## src/rtl/mc_ctrl.sv

```systemverilog
// rtl/mc_ctrl.sv - multi-cycle core control FSM; ILLEGAL_TRAP_EN enables the illegal-opcode halt trap
module mc_ctrl (
  input  logic        i_clk,
  input  logic        i_rst_n,
  output logic        o_imem_req,
  input  logic        i_imem_valid,
  input  logic [31:0] i_imem_rdata,
  output logic        o_dmem_req,
  output logic        o_dmem_wen,
  input  logic        i_dmem_valid,
  input  logic        i_branch_taken,
  output logic [31:0] o_inst,
  output logic [5:0]  o_format,
  output logic        o_pc_wen,
  output logic [1:0]  o_pc_sel,
  output logic        o_rf_wen,
  output logic [1:0]  o_wb_sel,
  output logic        o_halt,
  output logic        o_illegal
);

  typedef enum logic [2:0] {
    S_FETCH  = 3'd0,
    S_DECODE = 3'd1,
    S_EXEC   = 3'd2,
    S_MEM    = 3'd3,
    S_WB     = 3'd4,
    S_HALT   = 3'd5
  } state_t;

  localparam logic [6:0] OP_R      = 7'b0110011;
  localparam logic [6:0] OP_IMM    = 7'b0010011;
  localparam logic [6:0] OP_LOAD   = 7'b0000011;
  localparam logic [6:0] OP_JALR   = 7'b1100111;
  localparam logic [6:0] OP_STORE  = 7'b0100011;
  localparam logic [6:0] OP_BRANCH = 7'b1100011;
  localparam logic [6:0] OP_LUI    = 7'b0110111;
  localparam logic [6:0] OP_AUIPC  = 7'b0010111;
  localparam logic [6:0] OP_JAL    = 7'b1101111;
  localparam logic [6:0] OP_SYSTEM = 7'b1110011;

  localparam logic [31:0] INST_NOP    = 32'h0000_0013;
  localparam logic [31:0] INST_EBREAK = 32'h0010_0073;

  state_t     state, state_nxt;
  logic [6:0] opcode;
  logic [5:0] fmt_dec;
  logic       is_legal;
  logic       is_ebreak;
  logic       is_load;
  logic       is_store;
  logic       is_branch;
  logic       is_jal;
  logic       is_jalr;

  assign opcode    = o_inst[6:0];
  assign is_ebreak = (o_inst == INST_EBREAK);
  assign is_load   = (opcode == OP_LOAD);
  assign is_store  = (opcode == OP_STORE);
  assign is_branch = (opcode == OP_BRANCH);
  assign is_jal    = (opcode == OP_JAL);
  assign is_jalr   = (opcode == OP_JALR);

  // SYSTEM is legal only as EBREAK; every other SYSTEM encoding is treated as unlisted
  always_comb begin
    fmt_dec  = 6'b000000;
    is_legal = 1'b1;
    case (opcode)
      OP_R:                      fmt_dec = 6'b000001;
      OP_IMM, OP_LOAD, OP_JALR:  fmt_dec = 6'b000010;
      OP_STORE:                  fmt_dec = 6'b000100;
      OP_BRANCH:                 fmt_dec = 6'b001000;
      OP_LUI, OP_AUIPC:          fmt_dec = 6'b010000;
      OP_JAL:                    fmt_dec = 6'b100000;
      OP_SYSTEM:                 is_legal = is_ebreak;
      default:                   is_legal = 1'b0;
    endcase
  end

  always_ff @(posedge i_clk) begin
    if (!i_rst_n) begin
      state <= S_FETCH;
    end else begin
      state <= state_nxt;
    end
  end

  always_ff @(posedge i_clk) begin
    if (!i_rst_n) begin
      o_inst <= INST_NOP;
    end else if (state == S_FETCH && i_imem_valid) begin
      o_inst <= i_imem_rdata;
    end
  end

`ifdef ILLEGAL_TRAP_EN
  always_ff @(posedge i_clk) begin
    if (!i_rst_n) begin
      o_illegal <= 1'b0;
    end else if (state == S_EXEC && !is_legal) begin
      o_illegal <= 1'b1;
    end
  end
`else
  assign o_illegal = 1'b0;
`endif

  always_comb begin
    state_nxt = state;
    case (state)
      S_FETCH:  if (i_imem_valid) state_nxt = S_DECODE;
      S_DECODE: state_nxt = S_EXEC;
      S_EXEC: begin
        if (is_ebreak) begin
          state_nxt = S_HALT;
        end else if (!is_legal) begin
`ifdef ILLEGAL_TRAP_EN
          state_nxt = S_HALT;
`else
          state_nxt = S_FETCH;
`endif
        end else if (is_branch) begin
          state_nxt = S_FETCH;
        end else if (is_load || is_store) begin
          state_nxt = S_MEM;
        end else begin
          state_nxt = S_WB;
        end
      end
      S_MEM:    if (i_dmem_valid) state_nxt = is_store ? S_FETCH : S_WB;
      S_WB:     state_nxt = S_FETCH;
      S_HALT:   state_nxt = S_HALT;
      default:  state_nxt = S_FETCH;
    endcase
  end

  // Strobes are gated by the raw reset input so nothing escapes during a reset cycle
  always_comb begin
    o_imem_req = 1'b0;
    o_dmem_req = 1'b0;
    o_dmem_wen = 1'b0;
    o_pc_wen   = 1'b0;
    o_pc_sel   = 2'd0;
    o_rf_wen   = 1'b0;
    o_wb_sel   = 2'd0;
    if (i_rst_n) begin
      case (state)
        S_FETCH: o_imem_req = 1'b1;
        S_EXEC: begin
          if (is_branch) begin
            o_pc_wen = 1'b1;
            o_pc_sel = {1'b0, i_branch_taken};
          end
`ifndef ILLEGAL_TRAP_EN
          else if (!is_legal) begin
            o_pc_wen = 1'b1;
          end
`endif
        end
        S_MEM: begin
          o_dmem_req = 1'b1;
          o_dmem_wen = is_store;
          o_pc_wen   = i_dmem_valid && is_store;
        end
        S_WB: begin
          o_rf_wen = 1'b1;
          o_pc_wen = 1'b1;
          o_wb_sel = is_load ? 2'd1 : ((is_jal || is_jalr) ? 2'd2 : 2'd0);
          o_pc_sel = is_jal ? 2'd1 : (is_jalr ? 2'd2 : 2'd0);
        end
        default: ;
      endcase
    end
  end

  always_comb begin
    o_format = 6'b000000;
    if (state == S_DECODE || state == S_EXEC || state == S_MEM || state == S_WB) begin
      o_format = fmt_dec;
    end
  end

  assign o_halt = (state == S_HALT);

endmodule

```

## config.mk

```make
export PLATFORM = sky130hd
export DESIGN_NAME = mc_ctrl
export DESIGN_NICKNAME = d
export VERILOG_FILES = /design/src/rtl/mc_ctrl.sv
export SDC_FILE = /design/constraint.sdc
export NUM_CORES = 1
export LEC_CHECK = 0
export BUFFER_PORTS_ARGS = -buffer_cell sky130_fd_sc_hd__buf_2
export CAP_MARGIN = 20
export CORE_UTILIZATION = 45
export DETAILED_ROUTE_END_ITERATION = 10
export GPL_ROUTABILITY_DRIVEN = 0
export HOLD_SLACK_MARGIN = 0.06
export PLACE_DENSITY = 0.79
export SLEW_MARGIN = 5
export SYNTH_ARGS = -nofsm -noshare
export SYNTH_HDL_FRONTEND = slang
export SYNTH_SLANG_ARGS = --single-unit
export TNS_END_PERCENT = 1
```

## constraint.sdc

```tcl
create_clock -name i_clk -period 2.2 [get_ports i_clk]
set_input_delay 0.22 -clock i_clk [delete_from_list [all_inputs] [get_ports i_clk]]
set_output_delay 0.22 -clock i_clk [all_outputs]
set_load 0.02 [all_outputs]
```

==> qor_table.md <==
| Quantity | This run |
|---|---|
| Final total negative setup slack | 0 ps |
| Crit Reg-Reg Endpoint | state[2]$_SDFFE_PN0P_ |
| Time the final worst path needs with I/O delays and setup | 2180 ps |
| Post-DR vias/cell | 5.07 |
| Largest voltage drop on the vdd net | 0.471 mV |
| First DRT Iteration DRCs | 138 |
| Clock Latency Late Sink | 330 ps |
| Register-to-Register Path Depth | 5 |
| Initial standard-cell utilization of the core | 48.4% |
| Num rows | 21 |
| Power density over the cells | 656 nW/um^2 |
| Hold slack final | 102 ps |
| Number of antenna violations at the first check in global routing | 0 |
| Part of the cycle the worst path needs | 99.1% |
| Cell area after technology mapping | 1650 sq um |
| Path category of the worst min-delay check | in2reg |
| H-tree levels | 2 |
| Setup clock skew after layout | 9.70 ps |
| Worst path setup slack after routing | 20.7 ps |
| Hold depth | 3 |
| Max Transition Viols Final | 0 |
| Num ports | 86 |
| Via count of the first global-routing pass | 1582 |
| HPWL after detailed placement | 3050 microns |
| Total number of yosys warnings | 0 |
| Utilization of the core after routing | 64.9% |
| GR Overflow Total | 0 |
| Number of instances in the synthesized netlist | 223 |
| Reg2reg start | o_inst[2]$_SDFFE_PN0P_ |
| Maximum clock rate | 0.459 GHz |
| Most frequent cells in the layout | sky130_fd_sc_hd__buf_2, sky130_fd_sc_hd__nand2_1, sky130_fd_sc_hd__a21oi_1, sky130_fd_sc_hd__dfxtp_1 |
| Cell with the largest stage delay on the worst path | sky130_fd_sc_hd__or4b_4 |
| Number of port buffers | 84 |
| Portion of the post-synthesis area used by sequential elements | 42.4% |
| Unrepaired setup endpoints after global routing | yes |
| CTS Root Cell | sky130_fd_sc_hd__clkbuf_4 |
| Layout fillers | 325 |
| Most common flop cell mapped by yosys | sky130_fd_sc_hd__dfxtp_1 |
| End point of the worst hold path | o_inst[1]$_SDFFE_PN1P_ |
| Result of the run | finished clean |
| GR Util All Layers | 22.6% |
| Signal arrival time at the worst endpoint | 1960 ps |
| Maximum number of pins on one net before global-route repair | 33 |
| Maximum buffer depth of the clock tree | 2 |
| Worst-path fanout max | 2 |
| Number of hold buffers added after CTS | 0 |
| Clock net sink count | 35 |
| Post-Syn Nets | 260 |
| Number of storage elements in the synthesis netlist | 35 |
| Final nets | 343 |
| Vias after detailed routing | 1788 |
| Worst Min Path Start | i_imem_rdata[1] |
| Setup slack of the worst register-to-register path | 390 ps |
| Core area | 3420 sq um |
| Drt total wl | 4270 microns |
| Overall power of the completed layout | 1450 uW |
| Detailed-routing iteration count for the pre-antenna-repair pass | 4 |
| Type of element capturing the critical path | output port |
| Met3 routing resource usage after global routing | 6.39% |
| Total die area | 3920 sq um |
| Clock transition at the registers of the reported paths | 90 ps |
| Final Hold Violating Endpoints | 0 |
| GRT Max-Usage Layer | met2 |
| Path type of the worst setup path | reg2out |
| Grt met2 use | 38.3% |
| CP required | 1980 ps |
| Setup-failing EPs final | 0 |
| Most common library cell in the layout ignoring fill and taps | sky130_fd_sc_hd__buf_2 |
| Minimum setup slack after placement | 180 ps |
| Avg Synthesized Cell Area | 7.42 sq um |
| Type of origin of the critical path | flop |
| Met1 Resource Use GR | 27.2% |
| Area growth syn-to-layout | 34.0% |
| Share of final-layout standard cells stronger than drive strength 1 | 37.8% |
| Post-detailed-route count of antenna-violating nets | 0 |
| Die width | 62.6 microns |
| Number of max-capacitance violations reported | 0 |
| Slowest cell delay on critical path | 500 ps |
| Number of clock buffers inserted by TritonCTS | 5 |
| Leakage dissipation | 0.00106 uW |
| Antenna fix cells | 0 |
| First-pass GRT wire length | 7120 microns |
| Number of flops mapped to enable cells by yosys | 0 |
| Share of synthesized registers carrying an async set or reset | 0% |
| TritonCTS clock tree | done |
| DRC Markers | 0 |
| Chip Height | 62.6 microns |
| Critical path, cell by cell | nand4bb_4 > or4b_4 > o31a_4 > o32ai_2 > buf_4 |
| Number of distinct library cell variants in the gate-level netlist after synthesis | 39 |
| Post-DR wirelength/cell | 12.1 microns |
repair_timing:
item                                    4_1_cts  5_1_grt
gates resized for setup                       8        4
buffers inserted                              2        0
pin swaps                                     3        1
endpoints found under the setup margin        2        4
endpoints found under the hold margin         0        0
cloned                                        0        0
power breakdown:
group	switching, uW	internal (uW)
clock	198	125
sequential	54.3	686
combinational	234	156
total	487	966
critical path, delay by kind of cell (launching register included):
| family | cells | cell delay [ps] |
|---|---|---|
| simple gates | 2 | 720 |
| buf+inv | 1 | 180 |
| compound gates | 2 | 400 |
| flops | 1 | 330 |
routing by layer:
layer / vias up / share of wire (%)
li1: 925 / -
met1: 793 / 43
met5: - / 0
met4: 0 / 0.66
met2: 68 / 50
met3: 2 / 6.6
worst max-delay path by stage:
| stage | endpoint | from | slack (ps) | cells past startpoint |
|---|---|---|---|---|
| after floorplan | o_pc_wen | o_inst[3]$_SDFFE_PN0P_ | 80 | 4 |
| after global placement | o_pc_wen | o_inst[1]$_SDFFE_PN1P_ | 220 | 5 |
| after detailed placement | o_pc_wen | o_inst[1]$_SDFFE_PN1P_ | 180 | 5 |
| after CTS | o_pc_wen | o_inst[2]$_SDFFE_PN0P_ | -40 | 5 |
| after global routing | o_pc_wen | o_inst[2]$_SDFFE_PN0P_ | -70 | 5 |
| final | o_pc_wen | o_inst[2]$_SDFFE_PN0P_ | 20 | 5 |
metrics by stage:
| stage | instance area, sq um | cells |
|---|---|---|
| 6_report | 2220 | 353 |
| 5_1_grt | 2220 | 353 |
| 4_1_cts | 2200 | 353 |
| 3_5_place_dp | 2110 | 343 |
| 3_3_place_gp | 2110 | 343 |
| 2_1_floorplan | 1650 | 223 |
synth_stat cells, types with 2 or more instances:
library cell / number / share of area (%)
sky130_fd_sc_hd__a21oi_1: 31 / 9.4
sky130_fd_sc_hd__and2_1: 2 / 0.76
sky130_fd_sc_hd__clkbuf_1: 14 / 3.2
sky130_fd_sc_hd__dfxtp_1: 35 / 42
sky130_fd_sc_hd__inv_1: 4 / 0.91
sky130_fd_sc_hd__nand2_1: 74 / 17
sky130_fd_sc_hd__nand2b_1: 3 / 1.1
sky130_fd_sc_hd__nand3_1: 4 / 1.2
sky130_fd_sc_hd__nand4_1: 2 / 0.76
sky130_fd_sc_hd__nor2_1: 9 / 2.0
sky130_fd_sc_hd__nor2b_1: 2 / 0.76
sky130_fd_sc_hd__nor3_1: 8 / 2.4
sky130_fd_sc_hd__nor4_1: 4 / 1.5
sky130_fd_sc_hd__nor4b_1: 4 / 2.1
sky130_fd_sc_hd__or2_2: 3 / 1.1
layout make-up:
| cell class | count | area (sq um) | area share [%] |
|---|---|---|---|
| multi-input cells | 168 | 902 | 40.7 |
| flip-flops and latches | 35 | 709 | 32.0 |
| repair buffers | 92 | 483 | 21.8 |
| well taps | 46 | 57.6 | 2.60 |
| clock buffers | 7 | 45.0 | 2.03 |
| inverters | 4 | 15.0 | 0.677 |
| clock inverters | 1 | 5.00 | 0.226 |
logic make-up (layout without fill, tap and decap cells):
| family | after synthesis | in the layout | share of synthesized area, % |
|---|---|---|---|
| xor gates and xnor gates | 2 | 2 | 1.06 |
| and+or+nand+nor | 122 | 122 | 35.6 |
| DFF | 35 | 35 | 42.4 |
| AOI/OAI and AO/OA | 43 | 43 | 16.0 |
| buffers and inverters | 20 | 104 | 4.77 |
| other | 1 | 1 | 0.227 |
state kept, by name, indices dropped and copies added, names as in the netlist:
name,count
o_inst,32
state,3
No activity file was read; power rests on OpenSTA's default activity.
